### config.mk
export PLATFORM = sky130hd
export DESIGN_NAME = seg_display_arbiter
export DESIGN_NICKNAME = d
export VERILOG_FILES = /design/src/rtl/seg_display_arbiter.sv
export SDC_FILE = /design/constraint.sdc
export NUM_CORES = 1
export LEC_CHECK = 0
export BUFFER_PORTS_ARGS = -buffer_cell sky130_fd_sc_hd__buf_2
export CORE_UTILIZATION = 52
export DETAILED_ROUTE_END_ITERATION = 10
export PLACE_DENSITY = 0.73
export SLEW_MARGIN = 40
export SYNTH_ARGS = -nofsm -noshare
export SYNTH_HDL_FRONTEND = slang
export SYNTH_SLANG_ARGS = --single-unit
### constraint.sdc
create_clock -name clk -period 9.6 [get_ports clk]
set_input_delay 0.96 -clock clk [delete_from_list [all_inputs] [get_ports clk]]
set_output_delay 0.96 -clock clk [all_outputs]
set_load 0.05 [all_outputs]
### src/rtl/seg_display_arbiter.sv
// seg_display_arbiter: round-robin owner selection for the shared 4-digit
// seven-segment display, with a minimum ownership time before preemption.
// The owner's 6-bit value is forwarded to the display driver as num.
// Optional feature macro: SEG_ARB_LOCK_EN adds a lock input. While the owner
// holds lock high, preemption on hold expiry is suppressed.
module seg_display_arbiter #(
    parameter int HOLD_CYCLES = 50_000_000,
    parameter int CNT_W       = 26
) (
    input  logic        clk,
    input  logic        rst,
    input  logic [3:0]  req,
    input  logic [23:0] val,
`ifdef SEG_ARB_LOCK_EN
    input  logic        lock,
`endif
    output logic [3:0]  gnt,
    output logic [5:0]  num,
    output logic        num_valid
);

    typedef enum logic {
        IDLE,
        OWN
    } state_e;

    localparam logic [CNT_W-1:0] HOLD_MAX = CNT_W'(HOLD_CYCLES);

    state_e           state_q, state_d;
    logic [1:0]       last_q, last_d;
    logic [CNT_W-1:0] cnt_q, cnt_d;
    logic [3:0]       gnt_q, gnt_d;
    logic [5:0]       num_q, num_d;

    logic [5:0]       valArr [4];
    logic [3:0]       others;
    logic [1:0]       idleWin;
    logic [1:0]       handWin;
    logic             expired;
    logic             lockHold;

    // First set bit of mask, searching base+1, base+2, ... modulo 4.
    // Walks from the farthest candidate to the nearest so the nearest wins.
    function automatic logic [1:0] nextIdx(input logic [3:0] mask, input logic [1:0] base);
        logic [1:0] idx;
        nextIdx = base;
        for (int i = 4; i >= 1; i--) begin
            idx = base + 2'(i);
            if (mask[idx]) begin
                nextIdx = idx;
            end
        end
    endfunction

    for (genvar g = 0; g < 4; g++) begin : gVal
        assign valArr[g] = val[6*g +: 6];
    end

`ifdef SEG_ARB_LOCK_EN
    assign lockHold = lock;
`else
    assign lockHold = 1'b0;
`endif

    // In OWN, last_q is the owner index; "others" are requesters competing with it.
    assign others  = req & ~(4'b0001 << last_q);
    assign idleWin = nextIdx(req, last_q);
    assign handWin = nextIdx(others, last_q);
    assign expired = (cnt_q == HOLD_MAX);

    // Next-state logic: grant from idle, track the owner, release or hand over.
    always_comb begin
        state_d = state_q;
        last_d  = last_q;
        cnt_d   = cnt_q;
        gnt_d   = gnt_q;
        num_d   = num_q;
        case (state_q)
            IDLE: begin
                if (|req) begin
                    state_d = OWN;
                    last_d  = idleWin;
                    cnt_d   = '0;
                    gnt_d   = 4'b0001 << idleWin;
                    num_d   = valArr[idleWin];
                end
            end
            OWN: begin
                if (!req[last_q] || (expired && (|others) && !lockHold)) begin
                    if (|others) begin
                        last_d = handWin;
                        cnt_d  = '0;
                        gnt_d  = 4'b0001 << handWin;
                        num_d  = valArr[handWin];
                    end else begin
                        state_d = IDLE;
                        gnt_d   = 4'b0000;
                    end
                end else begin
                    cnt_d = expired ? cnt_q : cnt_q + CNT_W'(1);
                    num_d = valArr[last_q];
                end
            end
            default: begin
                state_d = IDLE;
                gnt_d   = 4'b0000;
            end
        endcase
    end

    // State, pointer, hold counter and output registers; pointer resets to 3
    // so requester 0 gets first priority.
    always_ff @(posedge clk or posedge rst) begin
        if (rst) begin
            state_q <= IDLE;
            last_q  <= 2'd3;
            cnt_q   <= '0;
            gnt_q   <= 4'b0000;
            num_q   <= 6'd0;
        end else begin
            state_q <= state_d;
            last_q  <= last_d;
            cnt_q   <= cnt_d;
            gnt_q   <= gnt_d;
            num_q   <= num_d;
        end
    end

    assign gnt       = gnt_q;
    assign num       = num_q;
    assign num_valid = (state_q == OWN);

endmodule

==> results.md <==
* Status: finished, final reports clean
* Post-synthesis sequential area ratio at between 20 and 30%
* Pwr Total at between 1000 and 1500 µW
* YS warnings at 0
* DRC at 0
* Core Footprint at about 0.0060 mm²
* Skew final at 6.903 ps
* Slew Viols, Final at 0
* Synth Area per Inst at approximately 8.2 µm²
* Final net count at roughly 460
* R2R Path Start: last_q[0]
* Area contributors post-synth: dfrtp_1 28%, a211oi_1 5.5%, mux4_2 4.8%
* Tcrit/Tclk final at between 40% and 50%
* Setup Total Neg Slack at 0 ps
* Max_slew headroom at 42.56%
* Critical path class: reg2reg
* Share of layout cells above drive strength 1 at between 10% and 20%
* Vias after detailed routing at 3266
* CTS clk-pin slew, worst paths at approximately 80 ps
* Number of global-route vias before repair at between 3000 and 4000
* Row Count at 28
* RePlAce Congestion at between 0.9 and 1
* Req. time, crit path at 9810 ps
* Final hold violation count at 0
* Max-cap check violation count at 0
* CTS root buf: clkbuf_8
* Leading area contributor after synthesis: dfrtp_1
* Antenna violations before repair at 0
* Io pins at 41
* Post-CTS Hold Buffers at 0
* Post-synth EDFFs at 0
* CTS tree: done
* Area growth syn-to-layout at 10.15%
* Post-Route WL at 8894 µm
* N_diodes at 0
* Total grt overflow at 0
* Worst-margin pin slew at roughly 850 ps
* Clock sink count at 39
* Max FO, Critical Path at 37
* Worst hold start: gnt[2]
* Unrepaired setup endpoints after global routing: false
* Skew-Pair Late Insertion Delay at slightly below 300 ps
* Fillers at ~530
* Initial core utilization at around 55%
* First-pass GRT wire length at about 15000 µm
* Critical path arrival at 4530 ps
* Die area at 0.006626 mm²
* Leak at around 0.0015 µW
* Clock Tree Buf Depth at 2
* Vias per cell at ~6.5
* Crit. End Element: flip-flop
* Port Buffers at 40
* Maximum VDD drop at between 0.15 and 0.2 mV
* Asr flop ratio synth at 100.0%
* Largest net degree at the start of global routing at 40
* Tmin final at ~4300 ps
* CP Launch Type: flip-flop
* Synth cell types at 59
* Worst Setup SP: last_q[0]
* H-tree Lvls at 2
* Number of CTS-inserted buffers at 5
* Post-Syn Nets at 436
* HPWL Detailed at between 6000 and 7000 µm
* Leading register cell type out of synthesis: dfrtp_1
* Yosys top cell area share at 28.24%
* Avg WL per Cell at 17.82 µm
* Width of the chip at ~81 µm
* FMAX at between 200 and 250 MHz
* GRT Total Usage at 28.79%
* Detail Route Antenna Nets at 0
* Power Dens Cells at 297.2 mW/mm²
* Cts repair resizes at 0
* DR iter-0 viols at between 150 and 200
* Synth Instances at 400
* Final setup viols at 0
* Hold Path Class: reg2reg
* # Post-CTS Setup Buffers at 0
* Seq cells post-synth at 39
* Pre-antenna DRT Iters at 5
* Synth Cell Area at 0.003278 mm²
* Die Y at roughly 80 µm
synth_stat cells (all sizes together), types with 6 or more instances:
library cell and n:
a21oi 13, a221oi 6, nor2b 9, or4 10, mux4 7, nand3 13, nor2 33, nand2 20
buf 8, inv 40, dfrtp 37, ha 6, a41oi 8, nor4 15, nand4 8, xnor2 12
a31oi 9, clkbuf 19, and2 7, o21ai 26, a211oi 24, nor3 7
report_power, final:
part           switching, µW  leakage, µW  internal [µW]  total [µW]
registers               56.6     0.000511            204         260
logic                    425     0.000954            223         648
clock network           60.7    0.0000654            104         165
final timing paths:
check | endpoint | cells after the start | slack [ps]
worst max-delay path | cnt_q[15] | 9 | 5280
worst min-delay path | gnt[2] | 1 | 490
worst max register to register | cnt_q[15] | 9 | 5280
worst min register to register | gnt[2] | 1 | 490
max in group asynchronous | last_q[0] | 3 | 8440
min in group asynchronous | num[4] | 3 | 770
logic make-up after synthesis:
| group | Yosys count | share of synthesized area, % |
|---|---|---|
| buffers and inverters | 67 | 8.358 |
| DFF | 39 | 29.85 |
| muxes | 12 | 6.412 |
| AOI/OAI and AO/OA | 114 | 24.05 |
| and+or+nand+nor | 145 | 24.50 |
| xor gates and xnor gates | 17 | 4.542 |
| adders and majority gates | 6 | 2.290 |
critical path, cell delays in order, from the launching register on:
cell     delay, ps
dfstp_2        970
inv_1          450
ha_1           350
nor2b_1        370
nor4_1         180
a21o_1         350
inv_1          530
nand2_1        330
or4_1          530
a21oi_1        160
metal layers:
metal	GRT usage [%]	routed length (µm)	vias to the layer above
li1	-	-	1547
met1	37.63	3888	1541
met2	46.08	4214	153
met3	4.719	563	25
met4	13.39	227	0
met5	0	0	-
through the flow:
stage / utilization [%] / instances / hold WS, ps / worst slack (ps) / instance area [µm²]
final: 60.28 / 499 / 491.3 / 5283 / 3611
after floorplan: - / 400 / 504.4 / 6402 / 3278
after global routing: 60.28 / 499 / 524.1 / 4985 / 3611
after detailed placement: 58.06 / 491 / 477.4 / 5385 / 3478
after global placement: 57.94 / 491 / 472.1 / 5384 / 3471
after CTS: 60.28 / 499 / 494.6 / 5354 / 3611
state kept, by name (all words and copies together), names as in the netlist:
name and flops:
cnt_q 26, num 6, gnt 4, last_q 2
num_valid 1
layout make-up:
cell class	instances	area (µm²)	area share, %
clock buffer	6	72.57	2.010
clock inverter	2	60.06	1.663
inverter	40	150.1	4.158
multi-input combinational	294	2033	56.31
sequential	39	978.4	27.10
tap	75	93.84	2.599
timing repair buffer	43	222.7	6.168
cell usage in the layout (no fill, tap or decap), types with 4 or more instances in the layout:
cell      count
ha_1          6
a41oi_1       8
inv_1        40
buf_2        40
nand2_1      20
mux4_2        7
a211oi_1     24
nor4_1       15
a31oi_1       9
dfrtp_1      37
nor2_1       33
clkbuf_8      5
or3_1         5
a21oi_1      13
nand3_1      13
nor2b_1       9
nand4_1       8
nor3_1        7
o21ai_0      26
a221oi_1      6
xor2_1        5
o31ai_1       4
and3_1        4
xnor2_1      12
or4_1         9
and2_1        5
Note: power is estimated with default switching activity, not from simulation.
